`src/rtl/exec_muldiv_unit.sv`:
```
// exec_muldiv_unit -- iterative RV64 M-extension multiply/divide unit.
// Radix-2 shift-add multiply and restoring divide, one bit per cycle,
// sequenced by an IDLE/CALC/DONE FSM. Stalls the pipeline while busy.
// Ports:
//   i_clk, i_arst       clock, synchronous active-high reset
//   i_valid, i_op       M instruction present, func3 operation code
//   i_word              W variant (MULW/DIVW/DIVUW/REMW/REMUW)
//   i_src_1, i_src_2    forwarded rs1 / rs2 operands
//   i_rd_addr           destination register
//   i_flush             kill the operation in flight
//   o_stall             hold fetch/decode/execute
//   o_valid, o_result   one-cycle result strobe and registered result
//   o_rd_addr           destination register latched at accept
module exec_muldiv_unit #(
   parameter int DATA_WIDTH = 64,
   parameter int REG_ADDR_W = 5
) (
   input  logic                  i_clk,
   input  logic                  i_arst,
   input  logic                  i_valid,
   input  logic [2:0]            i_op,
   input  logic                  i_word,
   input  logic [DATA_WIDTH-1:0] i_src_1,
   input  logic [DATA_WIDTH-1:0] i_src_2,
   input  logic [REG_ADDR_W-1:0] i_rd_addr,
   input  logic                  i_flush,
   output logic                  o_stall,
   output logic                  o_valid,
   output logic [DATA_WIDTH-1:0] o_result,
   output logic [REG_ADDR_W-1:0] o_rd_addr
);
   localparam int          W  = DATA_WIDTH;
   localparam int unsigned UW = DATA_WIDTH;
   localparam int          CW = $clog2(DATA_WIDTH + 1);

   localparam logic [1:0] S_IDLE = 2'd0;
   localparam logic [1:0] S_CALC = 2'd1;
   localparam logic [1:0] S_DONE = 2'd2;

   logic [1:0]            r_state;
   logic [CW-1:0]         r_cnt;
   logic [2:0]            r_op;
   logic                  r_word;
   logic                  r_s1;      // rs1 (dividend) negative
   logic                  r_sx;      // operand signs differ
   logic [W-1:0]          r_hi;      // product high / partial remainder
   logic [W-1:0]          r_lo;      // product low / dividend-quotient shifter
   logic [2*W-1:0]        r_x;       // shifted multiplicand
   logic [W-1:0]          r_y;       // multiplier shifter / divisor
   logic [W-1:0]          r_result;
   logic [REG_ADDR_W-1:0] r_rd;

   // sign-extend bits [31:0] to full width in word mode
   function automatic logic [W-1:0] f_fin(input logic [W-1:0] x, input logic wd);
      logic [W-1:0] y;
      y = x;
      if (wd) begin
         for (int unsigned k = 32; k < UW; k++) y[k] = x[31];
      end
      return y;
   endfunction

   // ---------------- accept-cycle operand preparation ----------------
   logic         w_word, w_sgn1, w_sgn2, w_neg1, w_neg2;
   logic [W-1:0] w_a, w_b, w_mag1, w_mag2, w_minneg, w_spec_res;
   logic         w_div0, w_ovf, w_special;

   always_comb begin
      // word mode only applies to MULW and the divide ops
      w_word = i_word && (W > 32) && (i_op[2] || i_op[1:0] == 2'b00);
      w_sgn1 = 1'b1;
      w_sgn2 = 1'b1;
      case (i_op)
         3'd2:                   w_sgn2 = 1'b0;
         3'd3, 3'd5, 3'd7: begin w_sgn1 = 1'b0; w_sgn2 = 1'b0; end
         default: ;
      endcase
      w_a      = i_src_1;
      w_b      = i_src_2;
      w_minneg = '0;
      w_minneg[W-1] = 1'b1;
      if (w_word) begin
         for (int unsigned k = 32; k < UW; k++) begin
            w_a[k]      = w_sgn1 & i_src_1[31];
            w_b[k]      = w_sgn2 & i_src_2[31];
            w_minneg[k] = 1'b1;
         end
         w_minneg[31] = 1'b1;
      end
      w_neg1 = w_sgn1 & w_a[W-1];
      w_neg2 = w_sgn2 & w_b[W-1];
      w_mag1 = w_neg1 ? -w_a : w_a;
      w_mag2 = w_neg2 ? -w_b : w_b;
      w_div0 = (w_b == '0);
      w_ovf  = w_sgn1 && (w_a == w_minneg) && (w_b == '1);
      w_special = i_op[2] & (w_div0 | w_ovf);
      if (w_div0) w_spec_res = i_op[1] ? w_a : '1;
      else        w_spec_res = i_op[1] ? '0  : w_a;
      w_spec_res = f_fin(w_spec_res, w_word);
   end

   // ---------------- one iteration and final result ----------------
   logic [2*W-1:0] w_prod_nxt, w_prod_sgn;
   logic [W:0]     w_rsh, w_rsub;
   logic           w_ge;
   logic [W-1:0]   w_hi_nxt, w_lo_nxt, w_quo, w_rem, w_fin_res;

   always_comb begin
      w_prod_nxt = {r_hi, r_lo} + (r_y[0] ? r_x : '0);
      w_rsh      = {r_hi, r_lo[W-1]};
      w_rsub     = w_rsh - {1'b0, r_y};
      w_ge       = (w_rsh >= {1'b0, r_y});
      if (r_op[2]) begin
         w_hi_nxt = w_ge ? w_rsub[W-1:0] : w_rsh[W-1:0];
         w_lo_nxt = {r_lo[W-2:0], w_ge};
      end else begin
         w_hi_nxt = w_prod_nxt[2*W-1:W];
         w_lo_nxt = w_prod_nxt[W-1:0];
      end
      w_prod_sgn = r_sx ? -{w_hi_nxt, w_lo_nxt} : {w_hi_nxt, w_lo_nxt};
      w_quo      = r_sx ? -w_lo_nxt : w_lo_nxt;
      w_rem      = r_s1 ? -w_hi_nxt : w_hi_nxt;
      if (r_op[2])                 w_fin_res = f_fin(r_op[1] ? w_rem : w_quo, r_word);
      else if (r_op[1:0] == 2'b00) w_fin_res = f_fin(w_prod_sgn[W-1:0], r_word);
      else                         w_fin_res = w_prod_sgn[2*W-1:W];
   end

   // ---------------- sequencing ----------------
   always_ff @(posedge i_clk) begin
      if (i_arst) begin
         r_state  <= S_IDLE;
         r_cnt    <= '0;
         r_op     <= '0;
         r_word   <= 1'b0;
         r_s1     <= 1'b0;
         r_sx     <= 1'b0;
         r_hi     <= '0;
         r_lo     <= '0;
         r_x      <= '0;
         r_y      <= '0;
         r_result <= '0;
         r_rd     <= '0;
      end else if (i_flush) begin
         r_state <= S_IDLE;
      end else begin
         case (r_state)
            S_IDLE: if (i_valid) begin
               r_op   <= i_op;
               r_word <= w_word;
               r_s1   <= w_neg1;
               r_sx   <= w_neg1 ^ w_neg2;
               r_rd   <= i_rd_addr;
               r_hi   <= '0;
               r_y    <= w_mag2;
               if (i_op[2]) begin
                  // word divide: align the 32-bit dividend to the MSB so
                  // N=32 shifts consume exactly its bits
                  r_lo <= w_word ? (w_mag1 << (W - 32)) : w_mag1;
                  r_x  <= '0;
               end else begin
                  r_lo <= '0;
                  r_x  <= {{W{1'b0}}, w_mag1};
               end
               if (w_special) begin
                  r_result <= w_spec_res;
                  r_state  <= S_DONE;
               end else begin
                  r_cnt   <= w_word ? CW'(32) : CW'(W);
                  r_state <= S_CALC;
               end
            end
            S_CALC: begin
               r_hi  <= w_hi_nxt;
               r_lo  <= w_lo_nxt;
               r_x   <= r_x << 1;
               r_y   <= r_op[2] ? r_y : (r_y >> 1);
               r_cnt <= r_cnt - CW'(1);
               if (r_cnt == CW'(1)) begin
                  r_result <= w_fin_res;
                  r_state  <= S_DONE;
               end
            end
            S_DONE:  r_state <= S_IDLE;
            default: r_state <= S_IDLE;
         endcase
      end
   end

   assign o_stall   = ~i_arst & ~i_flush &
                      (((r_state == S_IDLE) & i_valid) | (r_state == S_CALC));
   assign o_valid   = ~i_arst & ~i_flush & (r_state == S_DONE);
   assign o_result  = r_result;
   assign o_rd_addr = r_rd;

endmodule

```
`config.mk`:
```
export PLATFORM = sky130hd
export DESIGN_NAME = exec_muldiv_unit
export DESIGN_NICKNAME = d
export VERILOG_FILES = /design/src/rtl/exec_muldiv_unit.sv
export SDC_FILE = /design/constraint.sdc
export NUM_CORES = 2
export LEC_CHECK = 0
export CAP_MARGIN = 20
export CORE_AREA = 2 2 394 396
export CTS_BUF_LIST = sky130_fd_sc_hd__clkbuf_16
export DETAILED_ROUTE_END_ITERATION = 16
export DIE_AREA = 0 0 396 398
export DONT_BUFFER_PORTS = 1
export PLACE_DENSITY_LB_ADDON = 0.3
export SLEW_MARGIN = 20
export SYNTH_ARGS = -nofsm -noshare
export SYNTH_HDL_FRONTEND = slang
export SYNTH_SLANG_ARGS = --single-unit
```
`constraint.sdc`:
```
create_clock -name i_clk -period 9.6 [get_ports i_clk]
set_input_delay 0.96 -clock i_clk [delete_from_list [all_inputs] [get_ports i_clk]]
set_output_delay 0.96 -clock i_clk [all_outputs]
set_load 0.05 [all_outputs]
```
## Yosys cells after proc, flatten, opt, wreduce, memory -nomap -nowiden

Cells that the tools add are included.

- Bits in writable memories: 0
- Latch bits: 0
- ROM bits: 0
- Memories: 0
- Logic and storage cells: 114
- Register bits after elaboration: 404

- Divide/modulo/power cells: 0
- Shifts and indexed selects: 0
- Mux-type cells: 47
- Bitwise gates (word level): 14
- $lt $le $gt $ge: 1
- Equality and inequality tests: 14
- Multipliers: 0
- Add/subtract/negate cells: 8
- Reduce and logical (&&, ||, !) cells: 18

Operator list:

| kind | count |
|---|---|
| two-way mux 64 bit | 23 |
| one-hot mux 64 bit (2 select lines) | 4 |
| two-way mux 128 bit | 3 |
| negator 64 bit | 4 |
| one-hot mux 128 bit (2 select lines) | 1 |
| two-way mux 32 bit | 6 |
| adder 128 bit | 1 |
| negator 128 bit | 1 |
| >= comparator 65 x 64 -> 1 bit | 1 |
| == test 64 bit | 1 |
| == test 64 bit, second input constant | 1 |
| logical NOT 64 bit | 1 |
| subtractor 64 bit | 1 |
| two-way mux 7 bit | 3 |
| one-hot mux 7 bit (2 select lines) | 1 |
| != test 2 bit, second input constant | 5 |
| AND 1 bit | 9 |
| AND reduction 4 bit | 2 |
| == test 7 x 1 -> 1 bit, second input constant | 1 |
| subtractor 7 x 1 -> 7 bit, second input constant | 1 |
| == test 3 x 2 -> 1 bit, second input constant | 2 |
| == test 3 bit, second input constant | 2 |
| logical NOT 2 bit | 3 |
| two-way mux 2 bit | 3 |
| 16 further kinds | 22 |

## Longest topological paths before layout

- Word-level depth: 13
- Mapped depth: 29

## Worst setup path before layout

OpenSTA, ideal clock, no wires.

- Path kind: register to register
- Start: register r_y[0]
- End: register r_result[62] (netlist: o_result[62])
- Path slack: 3481 ps
- Required time: 9458 ps
- Buffers on the path: 3
- Stages on the path, launching flop included: 28
- Data arrival time: 5977 ps
- Cell sequence: dfxtp_1 clkbuf_1 clkbuf_1 and2_1 ha_1 inv_1 fa_1 nand2b_1 a21boi_4 o211ai_4 a211o_4 a21boi_2 o2111a_1 o311ai_0 nand3_1 o21ai_0 inv_1 ha_1 inv_1 o41a_1 nor2_1 nand3_1 or4_1 clkbuf_1 o311ai_1 o41ai_1 a2111oi_1 a311oi_1

- Word-level cells in the longest chain between the ends: 10
- Elaborated cells between the ends (all ways): 20

Ends and longest elaborated chain:

| what | RTL line | RTL |
|---|---|---|
| start, declared | 49 | `logic [W-1:0] r_y;` |
| start signal, assigned | 154 | `r_y <= w_mag2;` |
| start signal, assigned | 176 | `r_y <= r_op[2] ? r_y : (r_y >> 1);` |
| two-way mux 128 bit, or another cell as far along | 109 | `w_prod_nxt = {r_hi, r_lo} + (r_y[0] ? r_x : '0);` |
| adder 128 bit / two-way mux 64 bit (equally long branches) | 109, 114 |  |
| two-way mux 64 bit | 113 | `if (r_op[2]) begin` |
| negator 128 bit, or another cell as far along | 120 | `w_prod_sgn = r_sx ? -{w_hi_nxt, w_lo_nxt} : {w_hi_nxt, w_lo_nxt};` |
| two-way mux 128 bit, or another cell as far along | 120 |  |
| two-way mux 32 bit / two-way mux 64 bit (equally long branches) | 57, 123 |  |
| two-way mux 64 bit / two-way mux 32 bit (equally long branches) | 124, 57 |  |
| two-way mux 64 bit (*) | 123 | `if (r_op[2]) w_fin_res = f_fin(r_op[1] ? w_rem : w_quo, r_word);` |
| two-way mux 64 bit (*) | 178 | `if (r_cnt == CW'(1)) begin` |
| one-hot mux 64 bit (2 select lines) (*) | 146 | `case (r_state)` |
| end signal, assigned | 165 | `r_result <= w_spec_res;` |
| end signal, assigned | 179 | `r_result <= w_fin_res;` |
| end, declared | 50 | `logic [W-1:0] r_result;` |

Every way passes the cells marked *; elsewhere a longest branch is shown, timed or not. The select of a mux whose other input is x is not followed.
A chain may end at the register's enable or synchronous reset.

## Worst setup path in the final report

- Start: register r_y[0]
- End: register r_result[20] (netlist: o_result[20])

- Word-level cells in the longest chain between the ends: 9
- Elaborated cells between the ends (all ways): 18

Ends and longest elaborated chain:

| what | RTL line |
|---|---|
| two-way mux 128 bit, or another cell as far along | 109 |
| adder 128 bit / two-way mux 64 bit (equally long branches) | 109, 114 |
| two-way mux 64 bit | 113 |
| negator 128 bit, or another cell as far along | 120 |
| two-way mux 128 bit, or another cell as far along | 120 |
| two-way mux 64 bit, on equally long branches | 124, 123 |
| two-way mux 64 bit (*) | 123 |
| two-way mux 64 bit (*) | 178 |
| one-hot mux 64 bit (2 select lines) (*) | 146 |

Marked as above.

==> results.py <==
metrics = {
    "outcome": {
        "status": "finished, final reports clean",
    },
    "timing": {
        "max_slew_margin_pct": 1.43,
        "fin_crit_ps": 8430,
        "rsz0062_at_grt": "false",
        "fin_crit_sh_pct": 87.8,
        "fin_setup_tns_ps": 0,
        "worst_pin_slew_ps": 1480,
        "skew_ps": 43.8,
        "setup-violations-final": 0,
        "hold_viol_final": 0,
        "setup_slack_ps": 1170,
        "hold_ws_ps": 353,
        "max_freq_ghz": 0.119,
        "report.final.slew_viol_count": 0,
    },
    "worst_setup_path": {
        "cp-start-kind": "flop",
        "cpMaxStageDelayCell": "dfxtp_4",
        "path_max_fanout": 74,
        "required_ps": 10140,
        "path_delay_family": "compound AO/OA/AOI/OAI gates",
        "crit_type": "reg -> reg",
        "arrival_ps": 8970,
        "cp_cell_sequence": "and2_1, ha_1, inv_1, fa_1, nand2b_1, a21boi_4, o2111ai_1, a31oi_1, o21ai_0, a31oi_1, nand3b_1, nor4b_2, and3_1, nand4_1, or4_1, o31ai_1, o221ai_1, a222oi_1, nor2_1, a21oi_1, nor2_1",
        "end_kind": "flop",
        "path_buf_inv": 1,
        "crit_path_max_incr_delay_ps": 860,
    },
    "synthesis": {
        "synth_top_cell_area_share_pct": 17.7,
        "synth_edf_count": 0,
        "ys_ff_latch": 404,
        "synth_compound_area_share_pct": 33.8,
        "muxShareOfSynthArea_pct": 1.47,
        "avgSynthCellArea_um2": 6.80,
        "synthAdderAreaFrac_pct": 6.74,
        "syn-instance-count": 6735,
        "ys.flop_type": "dfxtp_1",
        "yosys.area_share.simple_pct": 28.1,
        "yosys_warnings": 0,
        "yosysUniqueCellTypes": 119,
        "synth_area_leaders": "dfxtp_1 18%, nor2_1 7.2%, a21oi_1 6.8%",
        "syn-cell-area_mm2": 0.0458,
        "synth-async-reset-ratio_pct": 0,
        "synth_top_family_by_area": "compound AO/OA/AOI/OAI gates",
        "yosys.area.top_type": "dfxtp_1",
        "yosysSeqAreaShare_pct": 17.7,
        "syn-num-nets": 7076,
        "synthXorXnorAreaFrac_pct": 6.98,
    },
    "place": {
        "port_buffers": 0,
        "place_ws_ps": 1510,
        "place.gp.congestion": 1.08,
        "hpwl_um": 235000,
    },
    "clocking": {
        "cts_hold_buf": 0,
        "root_buffer": "clkbuf_16",
        "h-tree-depth": 2,
        "cts_resized": 0,
        "cts_tree": "done",
        "clk_latency_ps": 700,
        "cts_buffer_depth": 3,
        "cts_buffers": 53,
        "cts.clk_slew.worst_paths_ps": 70,
        "clock_sinks": 404,
        "postCtsSetupBuffers": 0,
    },
    "detailed_routing": {
        "routed_via_density": 6.61,
        "drt-initial-drc-count": 8565,
        "wire_per_inst_um": 34.3,
        "routed_wirelength_um": 294000,
        "ant_nets": 0,
        "dr.pass1.iters": 6,
        "drc_errors": 0,
        "via_count": 56598,
    },
    "cells_and_area": {
        "fill_cells": 16815,
        "syn_to_final_growth_pct": 8.84,
        "fin_nets": 6812,
        "multi_input_area_mm2": 0.0356,
        "drive_gt1_share_pct": 6.29,
        "final_core_util_pct": 32.5,
        "regArea_mm2": 0.00810,
    },
    "die": {
        "rows": 144,
        "die-width_um": 396,
        "die-area_mm2": 0.158,
        "io_pins": 212,
        "core-area_mm2": 0.153,
        "initial_core_util_pct": 29.9,
        "dieHeight_um": 398,
    },
    "hold_path": {
        "hold_class": "in -> reg",
    },
    "pwr": {
        "power.switching_mw": 2.72,
        "sw_frac_of_total_pct": 43.1,
        "vdd_drop_max_v": 0.000150,
        "power.internal_mw": 3.59,
        "p_clk_share_pct": 34.9,
        "leakagePower_nw": 17.7,
        "comb_power_share_pct": 35.5,
        "power.density_mw_per_mm2": 127,
        "power_frac_seq_pct": 29.7,
    },
    "grt": {
        "grt_pass1_wl_um": 404000,
        "grt_pass1_vias": 50878,
        "antenna_found_initial": 17,
        "grt_start_max_net_pins": 348,
        "grt.overflow.total": 0,
        "globalRouteTotalUtil_pct": 35.5,
    },
    "job": {
        "cap_viol_max_count": 0,
    },
}
placed cells by master, fill, tap and decap left out, types with 143 or more instances in the layout:
master	n
nor2_1	870
nand4_1	150
nor3_1	228
buf_4	152
ha_1	198
xor2_1	171
xnor2_1	189
and2_1	170
o21ai_0	479
nand2_1	687
nand3_1	143
a211oi_1	157
dfxtp_1	399
a21oi_1	619
worst paths after layout:
| check | from | endpoint | slack (ps) | cells past startpoint |
|---|---|---|---|---|
| setup / recovery | r_y[0] | o_result[20] | 1170 | 21 |
| hold / removal | i_flush | r_state[0] | 350 | 1 |
| setup reg to reg | r_y[0] | o_result[20] | 1170 | 21 |
| hold reg to reg | r_y[60] | r_y[60] | 470 | 2 |
sequential cells by signal, summed over array words and instances, names as in the netlist:
signal / flops
r_word: 1
r_op: 3
r_state: 2
r_s1: 1
o_rd_addr: 5
r_x: 128
r_hi: 64
r_lo: 64
r_sx: 1
r_y: 64
r_cnt: 7
o_result: 64
power by group through the flow:
| stage | clock (mW) | sequential (mW) | combinational, mW |
|---|---|---|---|
| 4_1_cts | 2.21 | 1.87 | 2.11 |
| 3_3_place_gp | 0 | 1.90 | 2.11 |
| 5_1_grt | 2.27 | 1.88 | 2.31 |
| 3_5_place_dp | 0 | 1.90 | 2.10 |
| 2_1_floorplan | 0 | 1.84 | 1.28 |
| 6_report | 2.20 | 1.87 | 2.24 |
cell families (layout without fill, tap and decap cells):
family	after synthesis	in the layout
other cells	0	6
flops	404	404
compound gates	2329	2329
fa+ha+maj	257	257
mux	66	66
xor+xnor	365	365
simple gates	2701	2701
buf+inv	613	392
cell type report:
class	count	share of cell area, %
timing repair buffer	158	2.52
inverter	136	1.03
multi-input combinational	5718	71.4
antenna	6	0.0301
clock inverter	43	0.878
sequential	404	16.3
tap	2044	5.13
clock buffer	55	2.76
cells in the mapped netlist, types with 72 or more instances:
library cell / instances
nor2_1: 882
nand2_1: 688
a21oi_1: 621
o21ai_0: 487
dfxtp_1: 404
clkbuf_1: 367
nor3_1: 228
ha_1: 198
xnor2_1: 194
xor2_1: 171
and2_1: 170
a211oi_1: 159
nand4_1: 150
nand3_1: 143
inv_1: 135
a221oi_1: 106
nor4_1: 74
o31ai_1: 74
a21o_1: 72
through the flow:
step,area [um2],std cells,power (mW)
detailed placement,47900,8458,4.00
finish,49900,8564,6.31
global placement,47900,8457,4.01
floorplan,45800,6735,3.12
CTS,49800,8556,6.19
global route,49800,8558,6.45
layer usage:
| layer | routed length [um] | global-route usage (%) | share of wire, % | vias to the layer above |
|---|---|---|---|---|
| met5 | 0 | 0 | 0 | - |
| met2 | 122000 | 53.1 | 42 | 3537 |
| met4 | 13200 | 13.0 | 4.5 | 0 |
| met3 | 34700 | 9.03 | 12 | 545 |
| met1 | 124000 | 48.8 | 42 | 27872 |
| li1 | - | - | - | 24644 |
Note: power is estimated with default switching activity, not from simulation.
